<file path="config.mk">
export PLATFORM = sky130hd
export DESIGN_NAME = mem_stage
export DESIGN_NICKNAME = d
export VERILOG_FILES = /design/src/rtl/mem_pkg.sv /design/src/rtl/mem_load_fmt.sv /design/src/rtl/mem_stage.sv
export SDC_FILE = /design/constraint.sdc
export NUM_CORES = 1
export LEC_CHECK = 0
export ABC_CLOCK_PERIOD_IN_PS = 11700
export CAP_MARGIN = 20
export CORE_MARGIN = 4
export CORE_UTILIZATION = 40
export CTS_BUF_LIST = sky130_fd_sc_hd__clkbuf_8
export CTS_CLUSTER_DIAMETER = 80
export DETAILED_ROUTE_END_ITERATION = 10
export PLACE_DENSITY = 0.77
export SYNTH_ARGS = -nofsm -noshare
export SYNTH_HDL_FRONTEND = slang
export SYNTH_SLANG_ARGS = --single-unit
export TNS_END_PERCENT = 10
</file>
<file path="constraint.sdc">
create_clock -name clk -period 11.7 [get_ports clk]
set_input_delay 1.755 -clock clk [delete_from_list [all_inputs] [get_ports clk]]
set_output_delay 1.755 -clock clk [all_outputs]
set_load 0.05 [all_outputs]
</file>
<file path="src/rtl/mem_pkg.sv">
// Shared definitions for the memory-access stage: funct3 codes, FSM states,
// byte-strobe constants and the store lane/strobe helpers.
package mem_pkg;

  localparam logic [2:0] F3_B  = 3'b000;
  localparam logic [2:0] F3_H  = 3'b001;
  localparam logic [2:0] F3_W  = 3'b010;
  localparam logic [2:0] F3_BU = 3'b100;
  localparam logic [2:0] F3_HU = 3'b101;

  localparam logic [3:0] STRB_NONE = 4'b0000;
  localparam logic [3:0] STRB_B    = 4'b0001;
  localparam logic [3:0] STRB_H    = 4'b0011;
  localparam logic [3:0] STRB_W    = 4'b1111;

  typedef enum logic [1:0] {
    S_IDLE,
    S_ACCESS,
    S_RESP
  } mem_state_t;

  // Size is carried in funct3[1:0]: 00 byte, 01 halfword, anything else word.
  function automatic logic [1:0] align_lane(input logic [1:0] size, input logic [1:0] lane);
    case (size)
      2'b00:   return lane;
      2'b01:   return {lane[1], 1'b0};
      default: return 2'b00;
    endcase
  endfunction

  function automatic logic misaligned(input logic [1:0] size, input logic [1:0] lane);
    case (size)
      2'b00:   return 1'b0;
      2'b01:   return lane[0];
      default: return (lane != 2'b00);
    endcase
  endfunction

  function automatic logic [3:0] store_strb(input logic [1:0] size, input logic [1:0] lane);
    case (size)
      2'b00:   return STRB_B << lane;
      2'b01:   return STRB_H << {lane[1], 1'b0};
      default: return STRB_W;
    endcase
  endfunction

  function automatic logic [31:0] store_data(input logic [1:0] size, input logic [31:0] data);
    case (size)
      2'b00:   return {4{data[7:0]}};
      2'b01:   return {2{data[15:0]}};
      default: return data;
    endcase
  endfunction

endpackage

</file>
<file path="src/rtl/mem_load_fmt.sv">
// Load formatter: selects the addressed byte/halfword lane of the read word
// and sign- or zero-extends it according to funct3.
module mem_load_fmt
  import mem_pkg::*;
(
  input  logic [31:0] i_rdata,
  input  logic [2:0]  i_f3,
  input  logic [1:0]  i_lane,
  output logic [31:0] o_data
);

  logic signed [7:0]  w_byte;
  logic signed [15:0] w_half;
  logic signed [31:0] w_byte_sx;
  logic signed [31:0] w_half_sx;

  always_comb begin
    w_byte = i_rdata[7:0];
    case (i_lane)
      2'd1:    w_byte = i_rdata[15:8];
      2'd2:    w_byte = i_rdata[23:16];
      2'd3:    w_byte = i_rdata[31:24];
      default: w_byte = i_rdata[7:0];
    endcase
    w_half = i_lane[1] ? i_rdata[31:16] : i_rdata[15:0];
  end

  assign w_byte_sx = 32'(w_byte);
  assign w_half_sx = 32'(w_half);

  always_comb begin
    o_data = i_rdata;
    case (i_f3)
      F3_B:    o_data = w_byte_sx;
      F3_BU:   o_data = {24'b0, w_byte};
      F3_H:    o_data = w_half_sx;
      F3_HU:   o_data = {16'b0, w_half};
      default: o_data = i_rdata;
    endcase
  end

endmodule

</file>
<file path="src/rtl/mem_stage.sv">
// Memory-access pipeline stage: issues loads/stores over valid/ready, stalls
// upstream while outstanding. Optional macro MEM_MISALIGN_TRAP_EN aborts
// misaligned H/W accesses instead of silently aligning them.
module mem_stage
  import mem_pkg::*;
#(
  parameter int ADDR_W  = 32,
  parameter int TIMEOUT = 255
) (
  input  logic              clk,
  input  logic              rst,
  input  logic [31:0]       ex_alu_result,
  input  logic [31:0]       ex_store_data,
  input  logic [2:0]        ex_funct3,
  input  logic              ex_mem_read,
  input  logic              ex_mem_write,
  input  logic              ex_reg_write,
  input  logic [4:0]        ex_rd,
  output logic              mem_req,
  output logic              mem_we,
  output logic [ADDR_W-1:0] mem_addr,
  output logic [31:0]       mem_wdata,
  output logic [3:0]        mem_wstrb,
  input  logic [31:0]       mem_rdata,
  input  logic              mem_ready,
  output logic [31:0]       mem_result,
  output logic              mem_reg_write,
  output logic [4:0]        mem_rd,
  output logic              stall_req,
  output logic              mem_err
);

  localparam int CNT_W = 10;

  mem_state_t        r_state, w_next;
  logic [ADDR_W-3:0] r_waddr;
  logic [1:0]        r_lane;
  logic [31:0]       r_wdata;
  logic [3:0]        r_wstrb;
  logic [2:0]        r_f3;
  logic [4:0]        r_rd;
  logic              r_regw;
  logic              r_we;
  logic              r_abort;
  logic [CNT_W-1:0]  r_cnt;
  logic [31:0]       r_ldbuf;

  logic              w_op;
  logic              w_misalign;
  logic              w_term;
  logic [1:0]        w_lane;
  logic [31:0]       w_fmt;

  assign w_op   = ex_mem_read | ex_mem_write;
  assign w_lane = align_lane(ex_funct3[1:0], ex_alu_result[1:0]);
  assign w_term = (r_cnt == CNT_W'(TIMEOUT - 1));

`ifdef MEM_MISALIGN_TRAP_EN
  assign w_misalign = misaligned(ex_funct3[1:0], ex_alu_result[1:0]);
`else
  assign w_misalign = 1'b0;
`endif

  mem_load_fmt u_load_fmt (
    .i_rdata (mem_rdata),
    .i_f3    (r_f3),
    .i_lane  (r_lane),
    .o_data  (w_fmt)
  );

  always_ff @(posedge clk or posedge rst) begin
    if (rst) r_state <= S_IDLE;
    else     r_state <= w_next;
  end

  always_comb begin
    w_next = r_state;
    case (r_state)
      S_IDLE:   if (w_op) w_next = w_misalign ? S_RESP : S_ACCESS;
      S_ACCESS: if (mem_ready || w_term) w_next = S_RESP;
      S_RESP:   w_next = S_IDLE;
      default:  w_next = S_IDLE;
    endcase
  end

  // Request registers hold the access stable for the whole ACCESS phase.
  always_ff @(posedge clk or posedge rst) begin
    if (rst) begin
      r_waddr <= '0;
      r_lane  <= '0;
      r_wdata <= '0;
      r_wstrb <= STRB_NONE;
      r_f3    <= '0;
      r_rd    <= '0;
      r_regw  <= 1'b0;
      r_we    <= 1'b0;
      r_abort <= 1'b0;
      r_cnt   <= '0;
      r_ldbuf <= '0;
    end else begin
      case (r_state)
        S_IDLE: if (w_op) begin
          r_waddr <= ex_alu_result[ADDR_W-1:2];
          r_lane  <= w_lane;
          r_wdata <= ex_mem_write ? store_data(ex_funct3[1:0], ex_store_data) : 32'b0;
          r_wstrb <= ex_mem_write ? store_strb(ex_funct3[1:0], w_lane) : STRB_NONE;
          r_f3    <= ex_funct3;
          r_rd    <= ex_rd;
          r_regw  <= ex_reg_write;
          r_we    <= ex_mem_write;
          r_abort <= w_misalign;
          r_cnt   <= '0;
        end
        S_ACCESS: begin
          if (mem_ready)   r_ldbuf <= w_fmt;
          else if (w_term) r_abort <= 1'b1;
          else             r_cnt   <= r_cnt + 1'b1;
        end
        default: ;
      endcase
    end
  end

  assign mem_addr  = {r_waddr, 2'b00};
  assign mem_wdata = r_wdata;

  // While rst is high the stage is a pure pass-through with all controls low.
  always_comb begin
    mem_req       = 1'b0;
    mem_we        = 1'b0;
    mem_wstrb     = STRB_NONE;
    stall_req     = 1'b0;
    mem_reg_write = 1'b0;
    mem_err       = 1'b0;
    mem_result    = ex_alu_result;
    mem_rd        = ex_rd;
    if (!rst) begin
      case (r_state)
        S_IDLE: begin
          stall_req     = w_op;
          mem_reg_write = ex_reg_write & ~w_op;
        end
        S_ACCESS: begin
          mem_req   = 1'b1;
          mem_we    = r_we;
          mem_wstrb = r_wstrb;
          stall_req = 1'b1;
          mem_rd    = r_rd;
        end
        S_RESP: begin
          mem_result    = r_ldbuf;
          mem_rd        = r_rd;
          mem_reg_write = r_regw & ~r_we & ~r_abort;
          mem_err       = r_abort;
        end
        default: ;
      endcase
    end
  end

endmodule

</file>
==> impl_results.md <==
* Status: finished clean
* Largest area contributor in the netlist: dfrtp_1
* Routed wire length at about 19000 µm
* Total GRT Usage at 0.216
* Leak at between 0.003 and 0.004 µW
* CP required at 9.95 ns
* Yosys warning count at 0
* Setup TNS at 0 ns
* Cell Pwr Density at between 200 and 300 mW/mm²
* Via count at roughly 5.5k
* Max incr delay on CP at approximately 0.85 ns
* Slew margin rel. at 0.256
* GR met1 Demand/Resource at 0.274
* Largest net degree at the start of global routing at 89
* Synth top cells by count: dfrtp_1, mux2_2, nor2_1
* Max_cap viols at 0
* RSZ-0062 raised after global routing: false
* CTS root buf: clkbuf_8
* First-pass GRT wire length at just over 30000 µm
* CTS tree: done
* CTS Buf Count at 17
* Skew final at 0.00800 ns
* Crit-path most repeated cell: clkdlybuf4s50_1
* FF+latch count, synth at approximately 120
* Post-synth EDFFs at 0
* Total power at approximately 2600 µW
* Kind of critical path: input pin to primary output
* CTS Hold Bufs at 0
* Layout cells sized above 1 at 0.190
* Tmin final at about 6.5 ns
* DRC viols at 0
* Crit Path Max Fanout at just under 80
* Hold Path Stages at 2
* FP Rows at 45
* Clock Latency Late Sink at between 0.4 and 0.5 ns
* Unique masters post-synth at 49
* WP depth at 5
* Post-route ant nets at 0
* Synthesized cell area at 0.00637 mm²
* DP HPWL at ~14000 µm
* Slew at the pin closest to its max-slew limit at between 1 and 1.5 ns
* DR WL/cell at about 19 µm
* Top Family by Delay on Critical Path: buffers and inverters
* Synth Area per Inst at 10.8 µm²
* Critical Path Slowest Stage Cell: buf_4
* CP startpoint kind: input pin
* Asr flop ratio synth at 1.00
* Top-count cell post-synth: dfrtp_1
* Synth top area cells: dfrtp_1, mux2_2, o21ai_0
* Vias in the first global route at between 5k and 6k
* Finished Core Util at 0.593
* Gp weighted congestion at between 0.8 and 0.9
* Area of the core at about 0.015 mm²
* Worst path bufs/invs at 4
* Top-area cell type share of the netlist area at 0.483
* Vias per inst at approximately 5.4
* CTS Sinks at ~120
* CP Capture Type: primary output
* Hold WC Path Type: flop to flop
* Synth Instances at just under 600
* Chip width at roughly 130 µm
* Worst EP arrival at between 4 and 5 ns
* DIE HEIGHT at about 130 µm
* 1st-iter DRT viols at between 300 and 400
* Clk slew on worst S/H paths at 0.08 ns
* Worst-path cell chain: clkdlybuf4s50_1, inv_6, buf_4, and3_1, clkdlybuf4s50_1
* FF-to-FF path depth at 5
* Post-synth top flop: dfrtp_1
* Maximum clock frequency at 154 MHz
* Initial Util at 0.413
* IO Count at 220
* Tcrit/Tclk final at 0.553
* Sequential fraction of the synthesis area at 0.483
* Final hold vios at 0
* Antenna violations before repair at 1
* Fillers at 1280
* PostCTS Resize Cnt at 0
* Met2 Resource Use GR at 0.350
* Final net count at just over 900
* Final slew viol count at 0
* Area delta synth->final at 43.5%
* Die area at 0.0180 mm²
* H-tree depth at 4
* DRT Pass-1 Iters at 5
* # port buffers at ~220
* Setup violations, final at 0
* Peak supply drop at roughly 0.00017 V
* Most Crowded Layer GR: met2
* Remaining Overflow, GRT at 0
* Post-CTS Setup Bufs at 0
* Met3 Use GR at 0.0671
* CTS max path bufs at 2
registers in the layout, summed over array words and instances (netlist names):
signal	flops
mem_wdata	32
r_ldbuf	32
r_waddr	30
r_cnt	10
r_rd	5
r_wstrb	4
r_f3	3
r_lane	2
r_state	2
r_abort	1
r_regw	1
r_we	1
per-layer routing:
| metal | wire [µm] | up-vias |
|---|---|---|
| met4 | 546 | 0 |
| met1 | 8080 | 2702 |
| met2 | 9170 | 234 |
| li1 | - | 2532 |
| met3 | 1540 | 39 |
| met5 | 0 | - |
stage by stage:
stage | hold slack [ns] | instances | worst slack (ns) | instance area (µm²)
floorplan | 0.442 | 593 | 4.32 | 6370
global placement | 0.459 | 986 | 5.22 | 8700
detailed placement | 0.471 | 986 | 5.16 | 8700
CTS | 0.489 | 1018 | 5.15 | 9140
global route | 0.513 | 1019 | 4.92 | 9140
finish | 0.486 | 1019 | 5.22 | 9140
path summary, 6_finish.rpt:
check                      slack (ns)                         to                 startpoint
max                              5.22               mem_wstrb[0]                        rst
min                              0.49  mem_wdata[14]$_DFFE_PP0P_  mem_wdata[14]$_DFFE_PP0P_
max reg2reg                      8.75    r_ldbuf[13]$_DFFE_PP0P_     r_state[1]$_DFFE_PP0P_
min reg2reg                      0.49  mem_wdata[14]$_DFFE_PP0P_  mem_wdata[14]$_DFFE_PP0P_
max in group asynchronous        8.50       r_cnt[4]$_DFFE_PP0P_                        rst
min in group asynchronous        1.83  mem_wdata[15]$_DFFE_PP0P_                        rst
power breakdown:
group          leakage, µW  switching, µW  internal, µW
clock network     0.000215            178           238
registers          0.00149            133           620
logic              0.00200            924           542
total              0.00371           1230          1400
worst register-to-register path: stages, from the launching register on:
cell and delay (ns):
dfrtp_1 0.39, inv_1 0.11, ha_1 0.52, nand2_1 0.60, a211oi_1 0.98, a21oi_1 0.19
cell families (layout without fill, tap and decap cells):
family,count (synthesis),in the layout,share of synthesized area
simple gates,160,160,0.124
compound gates,143,143,0.154
flops,123,123,0.483
mux,111,111,0.196
buf+inv,49,263,0.0322
fa+ha+maj,5,5,0.00982
other cells,1,3,0.000589
placed cells by master (no fill, tap or decap), types with 5 or more instances in the layout:
| master | instances |
|---|---|
| a21oi_4 | 10 |
| mux2i_1 | 10 |
| nor2_1 | 47 |
| dfrtp_1 | 123 |
| buf_4 | 6 |
| clkdlybuf4s50_1 | 217 |
| and3_1 | 7 |
| inv_1 | 6 |
| a22oi_1 | 5 |
| nand3_1 | 6 |
| or4_1 | 5 |
| a22o_1 | 20 |
| clkbuf_8 | 18 |
| a21oi_1 | 40 |
| nand3b_1 | 8 |
| ha_1 | 5 |
| nand2_1 | 42 |
| nor2b_1 | 17 |
| o21ai_0 | 44 |
| clkinv_4 | 5 |
| mux2_2 | 100 |
| nor3_1 | 9 |
cell type report:
class | instances | area [µm²] | area share
diodes | 1 | 2.50 | 0.000274
well taps | 211 | 264 | 0.0289
multi-input cells | 421 | 3100 | 0.339
clock buffers | 18 | 248 | 0.0271
repair buffers | 223 | 2220 | 0.242
inverters | 8 | 35.0 | 0.00383
flip-flops and latches | 123 | 3080 | 0.337
clock inverters | 14 | 196 | 0.0215
No activity file was read; power rests on OpenSTA's default activity.
